**src/rtl/frame_buffer_ctrl.sv**
```systemverilog
// rtl/frame_buffer_ctrl.sv - write-then-drain frame buffer with written-flag masking
// Upstream fills entries while idle; a drain streams every index in order, unwritten entries read as zero.
module frame_buffer_ctrl #(
  parameter int DEPTH = 64,
  parameter int AW    = 6
) (
  input  logic          clk,
  input  logic          reset,
  input  logic          load,
  input  logic [15:0]   out,
  input  logic [15:0]   address,
  input  logic          rd_start,
  input  logic          rd_ready,
  output logic          rd_valid,
  output logic [15:0]   rd_data,
  output logic [AW-1:0] rd_index,
  output logic          rd_last,
  output logic          busy,
  output logic          done,
  output logic [AW:0]   fill_cnt,
  output logic [7:0]    drop_cnt
);

  typedef enum logic [1:0] {IDLE, FETCH, PRESENT} state_t;

  localparam logic [AW-1:0] LAST_IDX = AW'(DEPTH - 1);

  state_t           state_q, state_d;
  logic [15:0]      mem [DEPTH];
  logic [DEPTH-1:0] written;
  logic [AW-1:0]    idx;
  logic             addr_ok, wr_en, drop, hs, last_beat;

  assign addr_ok   = (address[15:AW] == '0);
  assign wr_en     = load && addr_ok && (state_q == IDLE);
  assign drop      = load && !wr_en;
  assign last_beat = (idx == LAST_IDX);
  assign hs        = (state_q == PRESENT) && rd_ready;

  assign rd_valid = (state_q == PRESENT);
  assign busy     = (state_q != IDLE);
  assign rd_index = idx;
  assign rd_last  = rd_valid && last_beat;

  always_comb begin
    state_d = state_q;
    case (state_q)
      IDLE:    if (rd_start) state_d = FETCH;
      FETCH:   state_d = PRESENT;
      PRESENT: if (rd_ready) state_d = last_beat ? IDLE : FETCH;
      default: state_d = IDLE;
    endcase
  end

  always_ff @(posedge clk) begin
    if (reset) begin
      state_q  <= IDLE;
      idx      <= '0;
      written  <= '0;
      fill_cnt <= '0;
      drop_cnt <= '0;
      rd_data  <= '0;
      done     <= 1'b0;
    end else begin
      state_q <= state_d;
      done    <= hs && last_beat;
      if (wr_en) begin
        written[address[AW-1:0]] <= 1'b1;
        if (!written[address[AW-1:0]]) fill_cnt <= fill_cnt + 1'b1;
      end
      if (drop && (drop_cnt != 8'hFF)) drop_cnt <= drop_cnt + 1'b1;
      if ((state_q == IDLE) && rd_start) idx <= '0;
      // Stale memory behind a cleared flag is masked here rather than erased.
      if (state_q == FETCH) rd_data <= written[idx] ? mem[idx] : 16'h0000;
      if (hs) begin
        if (last_beat) begin
          written  <= '0;
          fill_cnt <= '0;
          idx      <= '0;
        end else begin
          idx <= idx + 1'b1;
        end
      end
    end
  end

  always_ff @(posedge clk) begin
    if (wr_en) mem[address[AW-1:0]] <= out;
  end

endmodule

```
**config.mk**
```make
export PLATFORM = sky130hd
export DESIGN_NAME = frame_buffer_ctrl
export DESIGN_NICKNAME = d
export VERILOG_FILES = /design/src/rtl/frame_buffer_ctrl.sv
export SDC_FILE = /design/constraint.sdc
export NUM_CORES = 1
export LEC_CHECK = 0
export BUFFER_PORTS_ARGS = -buffer_cell sky130_fd_sc_hd__buf_4
export CORE_MARGIN = 2
export CORE_UTILIZATION = 40
export CTS_BUF_LIST = sky130_fd_sc_hd__clkbuf_4 sky130_fd_sc_hd__clkbuf_8
export DETAILED_ROUTE_END_ITERATION = 7
export SLEW_MARGIN = 20
export SYNTH_ARGS = -nofsm -noshare
export SYNTH_HDL_FRONTEND = slang
export SYNTH_SLANG_ARGS = --single-unit
```
**constraint.sdc**
```tcl
create_clock -name clk -period 2.7 [get_ports clk]
set_input_delay 0.54 -clock clk [delete_from_list [all_inputs] [get_ports clk]]
set_output_delay 0.54 -clock clk [all_outputs]
set_load 0.02 [all_outputs]
```
==> Word-level counts from Yosys, hierarchy flattened <==
Memories as Yosys holds them, arrays and structs flattened. A register that Yosys moved wholly into a read port is not among the register bits.
Index checks and enable logic that the tools add are counted.
{ "word_totals": {"regBits": 104, "mem_bits_rw": 1024, "inputBits": 37, "output_inout_bits": 41, "word_cells": 61, "memories": 1} }
{ "memory_table": {"columns": ["name", "depth", "word_bits", "rd", "rd_clocked_by_memory_dff", "wr", "line_no", "source"], "rows": [
  ["mem", 64, 16, 1, 1, 1, "29", "logic [15:0] mem [DEPTH];"]
]} }
{ "classes": {"add_sub_neg": 3, "n_lt_le_gt_ge": 3, "eq_ne": 6, "mux": 25, "n_bitwise": 1, "reduce_logical": 15} }
{ "ops": {"columns": ["operator", "count"], "rows": [
  ["$mux W64", 3],
  ["$or A64 B64 Y64", 1],
  ["$mux W6", 5],
  ["$mux W7", 4],
  ["$mux W16", 1],
  ["$lt A6 B7 Y1 const B", 2],
  ["$bmux W1 S6", 2],
  ["$logic_not A10 Y1", 1],
  ["$logic_and A1 B1 Y1", 9],
  ["$add A8 B1 Y8 const B", 1],
  ["$ne A8 B8 Y1 const B", 1],
  ["$add A7 B1 Y7 const B", 1],
  ["$add A6 B1 Y6 const B", 1],
  ["$demux W1 S6", 1],
  ["$eq A6 B6 Y1 const B", 1],
  ["$ge A6 B1 Y1 const B", 1],
  ["$mux W1", 6],
  ["$pmux W2 S3", 1],
  ["$mux W2", 2],
  ["$ne A2 B2 Y1 const B", 2],
  ["$reduce_bool A2 Y1", 2],
  ["$eq A2 B1 Y1 const B", 1],
  ["$eq A2 B2 Y1 const B", 1],
  ["$logic_not A2 Y1", 1],
  ["other kinds (2)", 2]
]} }

==> Logic depth before layout (Yosys ltp) <==
{ "depth": {"depth_word": 8, "ltp_mapped": 12} }

==> Worst setup path before layout <==
OpenSTA, ideal clock, no wires.
{ "synth_timing": {"path_type": "input to register", "from": "input port address[13]", "to": "memory mem[3][0], enable pin", "setup_ps": 390, "arrival_time_ps": 2264, "t_required_ps": 2310, "setup_slack_ps": 46, "cell_stages": 5, "path_buffers": 0, "path_cell_list": "nor4_1 > and4_1 > nor2b_1 > nand3_1 > nor2_1"} }
{ "synth_between": {"elab_chain_cells": 5} }
{ "synth_lines": {"columns": ["item", "line_no", "source"], "rows": [
  ["start, declared", "11", "input logic [15:0] address,"],
  ["$logic_not A10 Y1", "34", "assign addr_ok = (address[15:AW] == '0);"],
  ["$logic_and A1 B1 Y1 (2 in a row)", "35", "assign wr_en = load && addr_ok && (state_q == IDLE);"],
  ["$mux W1", "88", "if (wr_en) mem[address[AW-1:0]] <= out;"],
  ["$mux W1 (implied by the code)", "88", null],
  ["end, declared", "29", null]
]} }
Every way passes these cells.

==> Worst setup path after layout <==
{ "layout_timing": {"from": "register idx[0], in the netlist rd_index[0]", "to": "output port rd_last"} }
{ "layout_between": {"elab_chain_cells": 2} }
{ "layout_lines": {"columns": ["item", "line_no", "source"], "rows": [
  ["start, declared", "31", "logic [AW-1:0] idx;"],
  ["start signal, assigned", "81", "idx <= idx + 1'b1;"],
  ["$eq A6 B6 Y1", "37", "assign last_beat = (idx == LAST_IDX);"],
  ["$logic_and A1 B1 Y1", "43", "assign rd_last = rd_valid && last_beat;"],
  ["end, declared", "17", "output logic rd_last,"]
]} }
Every way passes these cells.

==> metrics.md <==
| Metric | Value |
|---|---|
| Reg2reg path depth | `10` |
| Syn Nets | `2310` |
| DR vias | `23771` |
| Sequential cell area | `0.0330 mm²` |
| GP Congestion | `0.895` |
| CP max stage delay | `0.33 ns` |
| Routed met2 length | `55700 µm` |
| Cells taking the most area after synthesis | `edfxtp_1 (70%), mux4_2 (11%), dfxtp_1 (5.0%), mux2i_1 (2.8%), nor2_1 (1.7%)` |
| Metal1 wirelength | `46600 µm` |
| WP data required | `2.16 ns` |
| Mapped Cells | `2270` |
| Drt first pass iters | `5` |
| Gr usage total | `20.4%` |
| Crit Path Category | `flop to output port` |
| EDFF count, synth | `1024` |
| Worst slack at placement | `-0.153 ns` |
| Routed length on met3 | `8170 µm` |
| Die Wd | `335 µm` |
| Syn Std Cell Area | `0.0438 mm²` |
| Unrepaired setup endpoints after global routing | `true` |
| PortBufs | `77` |
| VDD IR max | `0.417 mV` |
| Final wirelength | `114000 µm` |
| Worst path cell trace | `buf_6, ha_4, and3_4, nand3_4, nor3b_4, buf_6` |
| # DRC | `0` |
| Final Hold Fails | `0` |
| Unique cell type count in the Yosys netlist | `65` |
| Clk pin slew, worst setup/hold paths | `0.06 ns` |
| Worst-skew pair later-pin latency | `0.84 ns` |
| Slowest cell on crit path | `dfxtp_2` |
| Critical path buffers and inverters | `2` |
| Worst-case clock buffer depth | `3` |
| Total negative slack | `0 ns` |
| Worst setup EP type | `output port` |
| Top cell type's share of synthesized area | `70.3%` |
| DR vias/cell | `5.65` |
| Top cells by count, synth | `edfxtp_1 (1024), mux4_2 (216), nor2_1 (195), mux2i_1 (123), dfxtp_1 (110)` |
| Final setup viols | `0` |
| Max Used Layer | `met5` |
| Avg Inst Size Synth | `19.3 µm²` |
| Number of global-route vias before repair | `24043` |
| Layout area overhead | `19.4%` |
| Top FF cell, synth | `edfxtp_1` |
| Post-layout min period | `2.66 ns` |
| Ys async rst share | `0%` |
| Initial antenna violation count | `4` |
| Setup crit start kind | `flop` |
| Reg-to-reg setup timing slack | `0.09 ns` |
| Hold path cells | `5` |
| Detailed placer's ending HPWL | `72500 µm` |
| WL per Instance | `27.1 µm` |
| Fin. max-slew vios | `0` |
| Initial core utilization | `40.3%` |
| Rows | `121` |
| Status | `finished clean` |
| Largest net degree at the start of global routing | `65` |
| TritonCTS clock tree | `done` |
| Fin worst setup slack | `0.0388 ns` |
| CTS Root Cell | `clkbuf_8` |
| Multi-input logic area | `0.0103 mm²` |
| # fillers | `8912` |
| Die area | `0.112 mm²` |
| Iteration-0 DRC Markers | `2188` |
| Fin crit share | `98.6%` |
| DRT antenna net count | `0` |
| Hold endpoint | `drop_cnt[0]$_SDFFE_PP0P_` |
| CP top delay family | `simple AND/OR/NAND/NOR gates` |
| Critical Path Fanout Max | `5` |
| H-tree lvl count | `4` |
| Layout cells sized above 1 | `32.8%` |
| Max-cap viol count | `0` |
| WP data arrival | `2.12 ns` |
| Worst reg2reg endpoint | `rd_data[15]$_SDFFE_PP0N_` |
| PwrDens | `659 mW/mm²` |
| Power consumption | `34.4 mW` |
| Post-synth top area cell | `edfxtp_1` |
| Final net count | `2685` |
| Hold path start | `load` |
| Critical path's most frequent cell | `buf_6` |
| Tightest Hold Check Type | `input port to flop` |
| Count leader, synth | `edfxtp_1` |
| Die height | `335 µm` |
| Io pins | `78` |
| CORE AREA | `0.109 mm²` |
| Sequential element share of the synthesized area | `75.3%` |
| Rel. slew slack | `39.0%` |
| Num CTS Buffers | `179` |
| Setup Skew | `0.0457 ns` |
| Clk sinks | `1134` |
| First-pass GRT wire length | `166000 µm` |
| Leak pwr | `16.4 nW` |
| Seq cells post-synth | `1134` |
| Worst-Margin Slew | `0.915 ns` |
| YS warnings | `0` |
| GR Overflow Total | `0` |
| Highest clock rate | `0.376 GHz` |
flip-flops by register name (all words and copies together), names as in the netlist, named ones only:
name / count
done: 1
drop_cnt: 8
fill_cnt: 7
mem: 1024
rd_data: 16
rd_index: 6
state_q: 2
written: 64
power breakdown:
group	internal, mW	switching (mW)
Combinational	0.255	0.548
Sequential	19.1	0.00871
Clock	7.84	6.68
Total	27.2	7.24
metal layers:
| layer | track usage (%) | vias to the layer above |
|---|---|---|
| met5 | 0 | - |
| met4 | 7.46 | 2 |
| met3 | 4.38 | 196 |
| met2 | 33.1 | 945 |
| met1 | 27.2 | 12483 |
| li1 | - | 10145 |
area by class of cell:
class	instances	share of cell area, %
diodes	3	0.0144
multi-input cells	997	19.6
inverters	5	0.0359
well taps	1414	3.39
repair buffers	328	6.96
clock buffers	242	5.75
flip-flops and latches	1134	63.1
clock inverters	86	1.15
through the flow:
stage / instances / hold WS [ns] / utilization, % / cell area [µm²]
after floorplan: 2270 / 0.449 / - / 43800
after global placement: 3864 / 0.462 / 44.5 / 48400
after detailed placement: 3864 / 0.485 / 44.5 / 48400
after CTS: 4197 / 0.114 / 47.9 / 52100
after global routing: 4207 / 0.209 / 48.1 / 52300
final: 4209 / 0.199 / 48.1 / 52300
cell usage in the layout, fill, tap and decap left out, types with 7 or more instances in the layout:
cell type and n:
nand3_1 41, or3_1 9, edfxtp_1 1024, dfxtp_1 105, o221ai_1 18, a21oi_1 32
nor2_2 47, clkinv_1 47, o22ai_1 95, nor2_1 148, nand2b_1 7, o211ai_1 9
clkinv_2 20, a32o_1 13, o41ai_1 11, mux2_2 21, a22oi_1 39, nand4_1 7
mux2i_1 123, buf_4 228, clkbuf_4 52, nor2b_1 8, o21a_1 16, nand2_1 36
buf_12 90, clkbuf_8 190, o21ai_0 11, mux4_2 216
what timing repair did:
action / 4_1_cts / 5_1_grt
hold buffers: 4 / 0
gates resized for setup: 9 / 9
gates cloned: 0 / 0
endpoints found under the hold margin: 9 / 0
endpoints found under the setup margin: 17 / 10
pin swaps: 2 / 2
buffers inserted: 1 / 9
logic make-up after synthesis:
logic type | after synthesis | share of synthesized area (%)
AO/OA/AOI/OAI | 278 | 4.47
XOR/XNOR | 7 | 0.140
adder cells (fa/ha/maj) | 3 | 0.0858
flip-flops | 1134 | 75.3
buffers and inverters | 139 | 1.69
multiplexers | 363 | 14.6
AND/OR/NAND/NOR | 346 | 3.67
worst min-delay path, stage by stage:
cell and delay (ns):
buf_4 0.11, o21ai_0 0.06, nor2_1 0.10, xnor2_1 0.15
nor2_1 0.04
worst max-delay path by stage:
stage / cells after the start / to / from
2_1_floorplan: 5 / mem[3][0]$_DFFE_PP_ / address[13]
3_3_place_gp: 7 / rd_data[0]$_SDFFE_PP0N_ / flop
3_5_place_dp: 7 / rd_data[0]$_SDFFE_PP0N_ / flop
4_1_cts: 6 / rd_last / rd_index[0]$_SDFFE_PP0N_
5_1_grt: 6 / rd_last / rd_index[0]$_SDFFE_PP0N_
6_report: 6 / rd_last / rd_index[0]$_SDFFE_PP0N_
No activity file was read; power rests on OpenSTA's default activity.
